<file path="src/rtl/smem_bank_conflict_serializer.sv">
// Shared-memory bank conflict serializer: captures one multi-lane request
// and issues it as bank-conflict-free passes, one pass per cycle.
module smem_bank_conflict_serializer #(
    parameter int NUM_REQS         = 4,
    parameter int NUM_BANKS        = 4,
    parameter int WORD_SIZE        = 4,
    parameter int WORD_ADDR_WIDTH  = 30,
    parameter int CORE_TAG_WIDTH   = 1,
    parameter int BANK_ADDR_OFFSET = 0,
    localparam int WORD_WIDTH      = 8 * WORD_SIZE
) (
    input  logic                                        clk,
    input  logic                                        reset,
    input  logic [NUM_REQS-1:0]                         core_req_valid,
    input  logic [NUM_REQS-1:0]                         core_req_rw,
    input  logic [NUM_REQS-1:0][WORD_ADDR_WIDTH-1:0]    core_req_addr,
    input  logic [NUM_REQS-1:0][WORD_SIZE-1:0]          core_req_byteen,
    input  logic [NUM_REQS-1:0][WORD_WIDTH-1:0]         core_req_data,
    input  logic [CORE_TAG_WIDTH-1:0]                   core_req_tag,
    output logic [NUM_REQS-1:0]                         core_req_ready,
    output logic [NUM_REQS-1:0]                         smem_req_valid,
    output logic [NUM_REQS-1:0]                         smem_req_rw,
    output logic [NUM_REQS-1:0][WORD_ADDR_WIDTH-1:0]    smem_req_addr,
    output logic [NUM_REQS-1:0][WORD_SIZE-1:0]          smem_req_byteen,
    output logic [NUM_REQS-1:0][WORD_WIDTH-1:0]         smem_req_data,
    output logic [CORE_TAG_WIDTH-1:0]                   smem_req_tag,
    output logic                                        smem_req_last,
    input  logic [NUM_REQS-1:0]                         smem_req_ready,
    output logic [31:0]                                 perf_bank_conflicts
);

    localparam int BANK_BITS = (NUM_BANKS > 1) ? $clog2(NUM_BANKS) : 1;

    logic [NUM_REQS-1:0]                      pending_q, pending_d;
    logic [NUM_REQS-1:0]                      rw_q, rw_d;
    logic [NUM_REQS-1:0][WORD_ADDR_WIDTH-1:0] addr_q, addr_d;
    logic [NUM_REQS-1:0][WORD_SIZE-1:0]       byteen_q, byteen_d;
    logic [NUM_REQS-1:0][WORD_WIDTH-1:0]      data_q, data_d;
    logic [CORE_TAG_WIDTH-1:0]                tag_q, tag_d;
    logic [31:0]                              perf_q, perf_d;

    logic [NUM_REQS-1:0]  sel;
    logic [NUM_BANKS-1:0] taken;
    logic [BANK_BITS-1:0] bank;
    logic                 busy;
    logic                 last;
    logic                 fire;
    logic                 accept;
    logic                 capture;
    logic                 unused_ready;

    // Only bit 0 of the shared-memory ready is meaningful
    assign unused_ready = ^smem_req_ready;

    // Pass selection: lowest-index pending lane per bank
    always_comb begin
        sel   = '0;
        taken = '0;
        bank  = '0;
        for (int i = 0; i < NUM_REQS; i++) begin
            bank = (NUM_BANKS > 1) ? addr_q[i][BANK_ADDR_OFFSET +: BANK_BITS] : '0;
            if (pending_q[i] && !taken[bank]) begin
                sel[i]      = 1'b1;
                taken[bank] = 1'b1;
            end
        end
    end

    assign busy    = (pending_q != '0);
    assign last    = busy && ((pending_q & ~sel) == '0);
    assign fire    = busy && smem_req_ready[0];
    assign accept  = !reset && (!busy || (fire && last));
    assign capture = accept && (core_req_valid != '0);

    assign core_req_ready      = {NUM_REQS{accept}};
    assign smem_req_valid      = pending_q & sel;
    assign smem_req_last       = last;
    assign smem_req_rw         = rw_q;
    assign smem_req_addr       = addr_q;
    assign smem_req_byteen     = byteen_q;
    assign smem_req_data       = data_q;
    assign smem_req_tag        = tag_q;
    assign perf_bank_conflicts = perf_q;

    // Next state: retire issued lanes, capture a new request over the clear
    always_comb begin
        pending_d = pending_q;
        rw_d      = rw_q;
        addr_d    = addr_q;
        byteen_d  = byteen_q;
        data_d    = data_q;
        tag_d     = tag_q;
        perf_d    = perf_q;
        if (fire) begin
            pending_d = pending_q & ~sel;
        end
        if (fire && !last) begin
            perf_d = perf_q + 32'd1;
        end
        if (capture) begin
            pending_d = core_req_valid;
            rw_d      = core_req_rw;
            addr_d    = core_req_addr;
            byteen_d  = core_req_byteen;
            data_d    = core_req_data;
            tag_d     = core_req_tag;
        end
    end

    // Holding register, pending mask and conflict counter
    always_ff @(posedge clk or posedge reset) begin
        if (reset) begin
            pending_q <= '0;
            rw_q      <= '0;
            addr_q    <= '0;
            byteen_q  <= '0;
            data_q    <= '0;
            tag_q     <= '0;
            perf_q    <= '0;
        end else begin
            pending_q <= pending_d;
            rw_q      <= rw_d;
            addr_q    <= addr_d;
            byteen_q  <= byteen_d;
            data_q    <= data_d;
            tag_q     <= tag_d;
            perf_q    <= perf_d;
        end
    end

endmodule

</file>
<file path="config.mk">
export PLATFORM = sky130hd
export DESIGN_NAME = smem_bank_conflict_serializer
export DESIGN_NICKNAME = d
export VERILOG_FILES = /design/src/rtl/smem_bank_conflict_serializer.sv
export SDC_FILE = /design/constraint.sdc
export NUM_CORES = 1
export LEC_CHECK = 0
export ABC_AREA = 0
export BUFFER_PORTS_ARGS = -buffer_cell sky130_fd_sc_hd__buf_4
export CAP_MARGIN = 20
export CORE_AREA = 4 4 226 228
export DETAILED_ROUTE_END_ITERATION = 10
export DIE_AREA = 0 0 230 232
export PLACE_DENSITY = 0.6
export SLEW_MARGIN = 10
export SYNTH_ARGS = -nofsm -noshare
export SYNTH_HDL_FRONTEND = slang
export SYNTH_SLANG_ARGS = --single-unit
export TNS_END_PERCENT = 5
</file>
<file path="constraint.sdc">
create_clock -name clk -period 30.2 [get_ports clk]
set_clock_uncertainty 0.05 [all_clocks]
set_input_delay 3.02 -clock clk [delete_from_list [all_inputs] [get_ports clk]]
set_output_delay 3.02 -clock clk [all_outputs]
set_load 0.02 [all_outputs]
</file>
==> metrics.txt <==
Worst Setup Path Type in2out; # resized after CTS 0; Avg Vias per Cell 4.19; status completed; Die X 230 microns; syn_nets 1050; Internal Pwr Total 0.00129 W; first-pass GRT wire length 56.4 mm; vias in the first global route 9510; Syn-to-layout area delta 50.6%; total track usage 13.4%; Switch Pwr 0.000807 W; Iter 0 DRT Violations 249; Yosys top cell by area dfrtp_1; layout cells sized above 1 51.9%; drt pass-1 iters 7; CTS buffer count 36; hold path endpoint perf_bank_conflicts[31]; Commonest cells post-synth dfrtp_1, mux2_1, mux2_2; crit path max fanout 119; Crit Reg-Reg Startpoint smem_req_addr[90]; largest net degree at the start of global routing 120; CTS Root Cell clkbuf_16; Post-Syn Area 0.0120 sq mm; placed insts 1983; top_reg_cell synth dfrtp_1; Net count, final 1638; WL final 37.2 mm; r2r setup slk 26.04 ns; final core occ 37.0%; # port buffers 585; row count 81; fin cells 2043; combinational share of power 46.5%; clk buf depth 3; normalized max-slew margin 31.5%; crit path time final 7.53 ns; H-tree levels 2; CP Launch Type primary input; WL per Instance 18.2 microns; dominant cells by area after synthesis dfrtp_1, mux2_1, mux2_2; top cell type's share of synthesized area 63.7%; CTS Hold Bufs 0; Die Y 232 microns; Syn. warnings 0; register area share after synthesis 63.7%; sw frac 38.5%; Avg Synthesized Cell Area 15.6 sq um; period utilization 24.9%; Leakage 8.59 nW; max_cap viols 0; CP Data Arrival Time 4.46 ns; Core Region 0.0488 sq mm; Final ANT Viol Nets 0; HPWL Detailed 28.2 mm; Netlist cell types 35; Post-Route Setup TNS 0 ns; Mapped Cells 770; Clk pwr share 19.3%; TritonCTS clock tree done; Power Density 116 mW/mm^2; die area 0.0534 sq mm; Via Count 8563; top achievable clock speed 0.133 GHz; fin area 0.0180 sq mm; Setup crit end kind output port; r2r endpoint smem_req_data[8]; sequential share of power 34.2%; Hold WC Path Type reg2reg; io pins 589; initial core utilization 24.5%; initial antenna violation count 4; fin. max-slew vios 0; Clock Sinks 305; ys async rst share 100%; Clock Pin Slew Worst Setup and Hold Paths 0.05 ns; Setup Fix Bufs, Post-CTS 0; Final Setup Violations 0; Post-synth EDFFs 0; area of placed instances 0.0170 sq mm; total power 0.00210 W; Max IR drop VDD 66.2 uV; remaining global-route overflow 0; ANT cells 0; FF+latch count, synth 305; DRC viols 0; Hold Crit Depth 1; most frequent cell after synthesis dfrtp_1; Worst R2R Path Depth 8; Worst-Skew Late Latency 0.52 ns; Hold Fails Final Rpt 0; worst hold path startpoint perf_bank_conflicts[31]; RePlAce Congestion 0.757; WP data required 27.13 ns; unrepaired setup endpoints after global routing false; worst slew pin tran 1.03 ns
[layout by cell type (no fill, tap or decap), types with 8 or more instances in the layout]
| master | n |
|---|---|
| buf_4 | 592 |
| dfrtp_1 | 305 |
| mux2_1 | 200 |
| mux2_2 | 70 |
| xor2_1 | 38 |
| clkbuf_16 | 37 |
| nand2_1 | 17 |
| nor3_1 | 16 |
| nor4_1 | 15 |
| nand3_1 | 12 |
| clkbuf_1 | 10 |
| clkinv_2 | 8 |
[metrics by stage]
stage | hold WS (ns) | worst slack, ns
after floorplan | 0.461 | 16.61
after CTS | 0.425 | 22.53
after global placement | 0.410 | 22.58
after global routing | 0.444 | 22.42
final | 0.416 | 22.67
after detailed placement | 0.410 | 22.54
[worst max path at each step]
stage	from	end	cells past startpoint
floorplan	reset	core_req_ready[0]	4
global placement	reset	core_req_ready[2]	5
detailed placement	reset	core_req_ready[0]	5
CTS	reset	core_req_ready[0]	5
global route	reset	core_req_ready[2]	5
finish	reset	core_req_ready[0]	5
[power by group through the flow]
stage | registers (W) | clock network (W) | logic (W)
global route | 0.000743 | 0.000437 | 0.00104
CTS | 0.000719 | 0.000422 | 0.000989
finish | 0.000716 | 0.000405 | 0.000975
global placement | 0.000713 | 0 | 0.000977
detailed placement | 0.000723 | 0 | 0.000988
floorplan | 0.000936 | 0 | 0.000333
[critical path, cell delays in order]
cell and delay (ns):
buf_4 0.14, inv_8 0.52, nand2_1 0.23, nand2_1 0.32
buf_4 0.21
[final cells by class]
type,instances,area (sq um)
fill,4801,30800
timing repair buffer,593,4460
multi-input combinational,416,4020
tap,664,831
clock inverter,9,70.1
sequential,305,7630
inverter,6,30.0
clock buffer,50,1000
[registers in the layout, indices dropped and copies added (netlist names)]
register             cells
smem_req_addr          120
smem_req_tag             1
perf_bank_conflicts     32
smem_req_rw              4
smem_req_data          128
pending_q                4
smem_req_byteen         16
[kinds of logic (layout without fill, tap and decap cells)]
family | Yosys count | after routing | synth area share [%]
AND/OR/NAND/NOR | 89 | 89 | 4.13
adder cells (fa/ha/maj) | 1 | 1 | 0.104
buffers and inverters | 49 | 658 | 2.85
multiplexers | 270 | 270 | 25.4
flip-flops | 305 | 305 | 63.7
XOR/XNOR | 40 | 40 | 2.92
AO/OA/AOI/OAI | 16 | 16 | 0.971
[routing by layer]
layer	up-vias	global-route usage (%)	routed length, microns
li1	3893	-	-
met1	4228	14.9	13700
met2	370	23.2	18600
met3	66	5.86	3700
met4	6	4.39	1060
met5	-	0	41
(Power assumes the default switching activity.)
